## src/rtl/uart_frame_rx.sv

```systemverilog
// uart_frame_rx: receive-side frame decoder for the host UART link.
// Pops bytes from the UART receive FIFO and looks for frames of the form
// EB 90 <cmd> <len> <payload...> <csum>. Payload bytes are streamed out,
// and good and bad frames are reported. A good baud command is decoded into
// latch_baud/baud_word.
// Optional inter-byte timeout: define FRAME_RX_TIMEOUT_EN to enable it.
module uart_frame_rx #(
  parameter logic [7:0]  HDR0     = 8'hEB,
  parameter logic [7:0]  HDR1     = 8'h90,
  parameter logic [7:0]  MAX_LEN  = 8'd32,
  parameter logic [7:0]  CMD_BAUD = 8'h01,
  parameter logic [15:0] TIMEOUT  = 16'd50000
) (
  input  logic        clk,
  input  logic        rst,
  input  logic        rx_fifo_empty,
  output logic        rx_fifo_ren,
  input  logic [7:0]  rx_fifo_rdata,
  output logic        pl_wen,
  output logic [7:0]  pl_waddr,
  output logic [7:0]  pl_wdata,
  output logic        cmd_valid,
  output logic [7:0]  cmd_code,
  output logic [7:0]  cmd_len,
  output logic        cmd_err,
  output logic [1:0]  err_code,
  output logic        latch_baud,
  output logic [15:0] baud_word,
  output logic [15:0] frame_cnt,
  output logic [15:0] err_cnt
);

  typedef enum logic [2:0] {
    S_H0, S_H1, S_CMD, S_LEN, S_PAY, S_CSUM
  } state_e;

  localparam logic [1:0] ERR_CSUM    = 2'd1;
  localparam logic [1:0] ERR_LEN     = 2'd2;
  localparam logic [1:0] ERR_TIMEOUT = 2'd3;

  state_e      state_q;
  logic        pending_q;   // a read was issued last cycle; its byte is on rdata now
  logic [7:0]  code_q;      // working copies for the frame in progress
  logic [7:0]  len_q;
  logic [7:0]  idx_q;
  logic [7:0]  sum_q;
  logic [7:0]  pay0_q;
  logic [7:0]  pay1_q;

  logic        pl_wen_q;
  logic [7:0]  pl_waddr_q;
  logic [7:0]  pl_wdata_q;
  logic        cmd_valid_q;
  logic [7:0]  cmd_code_q;
  logic [7:0]  cmd_len_q;
  logic        cmd_err_q;
  logic [1:0]  err_code_q;
  logic        latch_baud_q;
  logic [15:0] baud_word_q;
  logic [15:0] frame_cnt_q;
  logic [15:0] err_cnt_q;

  logic [15:0] frame_cnt_d;
  logic [15:0] err_cnt_d;
  logic        byte_event;

  // Read strobe: one read outstanding at most, suppressed while in reset so
  // no byte is popped that the reset would then discard.
  assign rx_fifo_ren = rst && !rx_fifo_empty && !pending_q;
  assign byte_event  = pending_q;

  // Saturating next values of the two statistics counters.
  assign frame_cnt_d = (frame_cnt_q == 16'hFFFF) ? frame_cnt_q : frame_cnt_q + 16'd1;
  assign err_cnt_d   = (err_cnt_q   == 16'hFFFF) ? err_cnt_q   : err_cnt_q   + 16'd1;

`ifdef FRAME_RX_TIMEOUT_EN
  logic [15:0] gap_q;
  logic        timeout_hit;
  // Fires on the cycle the gap counter would reach TIMEOUT inside a frame body.
  assign timeout_hit = (state_q != S_H0) && (state_q != S_H1) &&
                       (gap_q == TIMEOUT - 16'd1);
`else
  logic unused_timeout;
  assign unused_timeout = ^TIMEOUT;
`endif

  // Read engine: remember that a read was issued so its data is taken next cycle.
  always_ff @(posedge clk) begin
    if (!rst) pending_q <= 1'b0;
    else      pending_q <= rx_fifo_ren;
  end

  // Frame FSM with registered strobes, captured fields and statistics.
  always_ff @(posedge clk) begin
    // NOTE: state is updated with non-blocking assignments so every branch
    // below sees the values from before this clock edge.
    if (!rst) begin
      state_q      <= S_H0;
      code_q       <= '0;
      len_q        <= '0;
      idx_q        <= '0;
      sum_q        <= '0;
      pay0_q       <= '0;
      pay1_q       <= '0;
      pl_wen_q     <= 1'b0;
      pl_waddr_q   <= '0;
      pl_wdata_q   <= '0;
      cmd_valid_q  <= 1'b0;
      cmd_code_q   <= '0;
      cmd_len_q    <= '0;
      cmd_err_q    <= 1'b0;
      err_code_q   <= '0;
      latch_baud_q <= 1'b0;
      baud_word_q  <= '0;
      frame_cnt_q  <= '0;
      err_cnt_q    <= '0;
`ifdef FRAME_RX_TIMEOUT_EN
      gap_q        <= '0;
`endif
    end else begin
      pl_wen_q     <= 1'b0;
      cmd_valid_q  <= 1'b0;
      cmd_err_q    <= 1'b0;
      latch_baud_q <= 1'b0;
`ifdef FRAME_RX_TIMEOUT_EN
      if (byte_event || state_q == S_H0 || state_q == S_H1 || timeout_hit) gap_q <= '0;
      else                                                                 gap_q <= gap_q + 16'd1;
`endif
      if (byte_event) begin
        unique case (state_q)
          S_H0: if (rx_fifo_rdata == HDR0) state_q <= S_H1;
          S_H1: begin
            if (rx_fifo_rdata == HDR1)      state_q <= S_CMD;
            else if (rx_fifo_rdata != HDR0) state_q <= S_H0;
          end
          S_CMD: begin
            code_q  <= rx_fifo_rdata;
            sum_q   <= rx_fifo_rdata;
            state_q <= S_LEN;
          end
          S_LEN: begin
            sum_q <= sum_q + rx_fifo_rdata;
            len_q <= rx_fifo_rdata;
            idx_q <= '0;
            if (rx_fifo_rdata > MAX_LEN) begin
              cmd_err_q  <= 1'b1;
              err_code_q <= ERR_LEN;
              err_cnt_q  <= err_cnt_d;
              state_q    <= S_H0;
            end else if (rx_fifo_rdata == 8'd0) begin
              state_q <= S_CSUM;
            end else begin
              state_q <= S_PAY;
            end
          end
          S_PAY: begin
            pl_wen_q   <= 1'b1;
            pl_waddr_q <= idx_q;
            pl_wdata_q <= rx_fifo_rdata;
            sum_q      <= sum_q + rx_fifo_rdata;
            if (idx_q == 8'd0) pay0_q <= rx_fifo_rdata;
            if (idx_q == 8'd1) pay1_q <= rx_fifo_rdata;
            idx_q <= idx_q + 8'd1;
            if (idx_q == len_q - 8'd1) state_q <= S_CSUM;
          end
          S_CSUM: begin
            if (rx_fifo_rdata == sum_q) begin
              cmd_valid_q <= 1'b1;
              cmd_code_q  <= code_q;
              cmd_len_q   <= len_q;
              frame_cnt_q <= frame_cnt_d;
              if (code_q == CMD_BAUD && len_q == 8'd2) begin
                latch_baud_q <= 1'b1;
                baud_word_q  <= {pay0_q, pay1_q};
              end
            end else begin
              cmd_err_q  <= 1'b1;
              err_code_q <= ERR_CSUM;
              err_cnt_q  <= err_cnt_d;
            end
            state_q <= S_H0;
          end
          default: state_q <= S_H0;
        endcase
      end
`ifdef FRAME_RX_TIMEOUT_EN
      else if (timeout_hit) begin
        cmd_err_q  <= 1'b1;
        err_code_q <= ERR_TIMEOUT;
        err_cnt_q  <= err_cnt_d;
        state_q    <= S_H0;
      end
`endif
    end
  end

  assign pl_wen     = pl_wen_q;
  assign pl_waddr   = pl_waddr_q;
  assign pl_wdata   = pl_wdata_q;
  assign cmd_valid  = cmd_valid_q;
  assign cmd_code   = cmd_code_q;
  assign cmd_len    = cmd_len_q;
  assign cmd_err    = cmd_err_q;
  assign err_code   = err_code_q;
  assign latch_baud = latch_baud_q;
  assign baud_word  = baud_word_q;
  assign frame_cnt  = frame_cnt_q;
  assign err_cnt    = err_cnt_q;

endmodule

```

## config.mk

```make
export PLATFORM = sky130hd
export DESIGN_NAME = uart_frame_rx
export DESIGN_NICKNAME = d
export VERILOG_FILES = /design/src/rtl/uart_frame_rx.sv
export SDC_FILE = /design/constraint.sdc
export NUM_CORES = 1
export LEC_CHECK = 0
export ABC_AREA = 1
export BUFFER_PORTS_ARGS = -buffer_cell sky130_fd_sc_hd__buf_4
export CELL_PAD_IN_SITES_DETAIL_PLACEMENT = 1
export CELL_PAD_IN_SITES_GLOBAL_PLACEMENT = 1
export CORE_AREA = 5 5 133 135
export DETAILED_ROUTE_END_ITERATION = 6
export DIE_AREA = 0 0 138 140
export PLACE_DENSITY = 0.87
export SLEW_MARGIN = 5
export SYNTH_ARGS = -nofsm -noshare
export SYNTH_HDL_FRONTEND = slang
export SYNTH_SLANG_ARGS = --single-unit
```

## constraint.sdc

```tcl
create_clock -name clk -period 2.85 [get_ports clk]
set_input_delay 0.855 -clock clk [delete_from_list [all_inputs] [get_ports clk]]
set_output_delay 0.855 -clock clk [all_outputs]
set_load 0.03 [all_outputs]
```

==> impl_metrics.toml <==
[timing]
grt_setup_unrepaired = "no"
worst_pin_slew_ns = 0.7896
worst_slack_ns = 0.4479
slew_viol_final = 0
fin_crit_sh_pct = 84.28
fin_crit_ns = 2.402
tns_ns = 0
hold_viol_final = 0
max_freq_mhz = 416.3
relSlewSlack_pct = 47.36
finalSetupViolCount = 0
clock-skew-final_ns = 0.01001

[power]
p_total_mw = 4.261
internal_power_mw = 3.284
pwr-share-comb_pct = 2.8
ir_drop_mv = 0.4396
p_per_area_nw_per_um2 = 535.2
sequentialPowerShare_pct = 45.4
switching_share_pct = 22.94
switching_power_uw = 977.4
clkPwrFrac_pct = 51.8
p_leak_nw = 3.368

[setup_path]
crit_slowest_cell = "ha_1"
rrSetupSlack_ns = 0.65
cp-end-kind = "flop"
path_max_fanout = 17
crit_family = "simple AND/OR/NAND/NOR gates"
path_common_cell = "nor2_1"
crit_path_start_kind = "primary input"
cp_data_required_time_ns = 3.16
max_stage_delay_ns = 0.31
critPathKind = "primary input to flop"
path_buf_inv = 2
crit_chain = "buf_4 > ha_1 > nor2_1 > nand2_1 > nor2_1 > nand3_2 > nor2_8 > inv_4 > nor2_4 > nand4_4 > nor2_1 > nor2_1"
crit_arrival_ns = 2.71

[yosys]
syn-cell-area_um2 = 6374
synth_top_cell_area_share_pct = 43.35
ys_seq_area_share_pct = 43.35
yosysUniqueCellTypes = 42
ys_async_sr_fraction_pct = 0
ys.warnings.count = 0
ys_ff_latch = 138
synth_nets = 898
synth_edf_count = 0
ys.flop_type = "dfxtp_1"
synth_top_area_cell = "dfxtp_1"
synthTopCellsByArea = "dfxtp_1 43%, nand2_1 8.7%, nor2_1 7.9%, a21oi_1 6.4%, o21ai_0 6.4%"
synthCells = 872
syn_area_per_cell_um2 = 7.309

[clocking]
clk_latency_ns = 0.42
ctsHtreeMaxLevel = 4
clkSinkCount = 138
cts-hold-fix-buffers = 0
post_cts_buffers = 0
cts_max_path_buffers = 2
cts_tree = "done"
cts_resized = 0
cts_made_buffers = 17
clk_pin_slew_ns = 0.06
cts-root-buf = "clkbuf_16"

[cells_and_area]
antennaDiodeCount = 0
nets = 1000
layout-drive-gt1-share_pct = 17.53
synthToLayoutAreaGrowth_pct = 24.93

[placed_design]
gp_congestion = 0.8753
post-dp-hpwl_um = 14200
dp_slack_ns = 0.04587
io_buffer_count = 97

[die]
start_util_pct = 38.99
die_w_um = 138
design.die.area_um2 = 19320
io_pins = 98
core_um2 = 16350
die_h_um = 140
rows = 47

[global_routing]
grt_max_degree = 87
grt_antenna_before_repair = 0
grt_usage_pct = 20.59
grt_pass1_vias = 6476
grt_pass1_wl_um = 33020
gr-total-overflow = 0

[routing]
postRouteAntennaNets = 0
avgViaCountPerCell = 5.247
first_pass_iters = 4
wl_per_cell_um = 16.56
drt_iter0_markers = 226
wirelength_um = 19990
routed-via-count = 6333
route.detailed.drc = 0

[job]
maxCapViolCount = 0

[hold_path]
hold_class = "flop to flop"

[run_status]
outcome = "completed"
==> worst register-to-register path, stage by stage, from the launching register on <==
cell	delay (ns)
dfxtp_1	0.47
nor2_1	0.11
nand2_1	0.16
nand2_1	0.23
inv_2	0.27
nor2_1	0.12
nor2_2	0.24
inv_2	0.16
o21ai_0	0.12
inv_1	0.06
nand2_1	0.06
a21oi_1	0.06
==> path summary, 6_finish.rpt <==
kind	start	endpoint	cells past startpoint
worst max-delay path	rx_fifo_rdata[4]	baud_word[5]$_SDFFE_PN0P_	12
worst max register to register	state_q[0]$_SDFFE_PN0P_	sum_q[7]$_SDFFE_PN0P_	11
worst min register to register	frame_cnt[4]$_SDFFE_PN0P_	frame_cnt[4]$_SDFFE_PN0P_	2
worst min-delay path	frame_cnt[4]$_SDFFE_PN0P_	frame_cnt[4]$_SDFFE_PN0P_	2
==> routing by layer <==
layer	track usage [%]	routed length [um]	vias to the layer above	part of all wire, %
li1	-	-	3126	-
met1	25.72	9270	3077	46
met2	35.53	9797	103	49
met3	3.885	577	27	2.9
met4	7.488	342	0	1.7
met5	0	0	-	0
==> placed cells by master (no fill, tap or decap), types with 6 or more instances in the layout <==
| master | netlist | routed |
|---|---|---|
| nor2_1 | 134 | 134 |
| inv_1 | 66 | 66 |
| dfxtp_1 | 138 | 138 |
| xor2_1 | 12 | 12 |
| a31oi_1 | 9 | 9 |
| ha_1 | 14 | 14 |
| nand4_1 | 12 | 12 |
| xnor2_1 | 7 | 7 |
| nand2_1 | 147 | 147 |
| nor2_2 | 6 | 6 |
| buf_4 | 2 | 117 |
| o21ai_0 | 81 | 81 |
| nor3_1 | 14 | 14 |
| a211oi_1 | 21 | 21 |
| nor4_1 | 10 | 10 |
| a21oi_1 | 81 | 81 |
| clkbuf_16 | 0 | 17 |
| inv_2 | 7 | 7 |
| nand3_1 | 49 | 49 |
==> power groups by stage <==
stage,Combinational [mW],Clock [mW],Sequential [mW]
final,0.121,2.21,1.93
after floorplan,0.0625,0,1.97
after global placement,0.118,0,1.98
after CTS,0.121,2.25,1.93
after global routing,0.132,2.35,1.93
after detailed placement,0.121,0,1.98
==> sequential cells by signal (all words and copies together) (netlist names) <==
register	cells
state_q	3
err_code	2
sum_q	8
cmd_len	8
byte_event	1
latch_baud	1
pl_wen	1
code_q	8
frame_cnt	16
baud_word	16
pay1_q	8
cmd_code	8
err_cnt	16
cmd_valid	1
cmd_err	1
pl_wdata	8
pl_waddr	8
len_q	8
idx_q	8
pay0_q	8
==> cell families after synthesis <==
family | count (synthesis) | synth area share [%]
simple gates | 386 | 26.58
compound gates | 205 | 17.57
flops | 138 | 43.35
buf+inv | 109 | 6.832
xor+xnor | 19 | 2.611
fa+ha+maj | 15 | 3.062
==> final cells by class <==
cell class	count	area (um^2)
repair buffers	117	878.3
clock buffers	19	442.9
clock inverters	13	143.9
well taps	220	275.3
flip-flops and latches	138	2763
inverters	75	284.0
fillers	2126	8386
multi-input cells	625	3176
==> synthesized netlist by cell type, drive strengths merged, types with 2 or more instances <==
master / number
nand2: 148
nor2: 144
dfxtp: 138
o21ai: 85
a21oi: 81
inv: 74
nand3: 51
clkbuf: 22
a211oi: 21
ha: 14
nor3: 14
nand4: 13
buf: 12
xor2: 12
nor4: 11
a31oi: 9
xnor2: 7
nand3b: 3
o21a: 2
or2: 2
==> stage by stage <==
| step | area, um^2 | utilization, % | instances | hold WS [ns] |
|---|---|---|---|---|
| final | 7963 | 48.71 | 1207 | 0.4642 |
| after CTS | 7963 | 48.71 | 1207 | 0.4661 |
| after floorplan | 6374 | - | 872 | 0.4483 |
| after global routing | 7963 | 48.71 | 1207 | 0.4963 |
| after global placement | 7376 | 45.12 | 1175 | 0.4512 |
| after detailed placement | 7376 | 45.12 | 1175 | 0.4570 |
No activity file was read; power rests on OpenSTA's default activity.
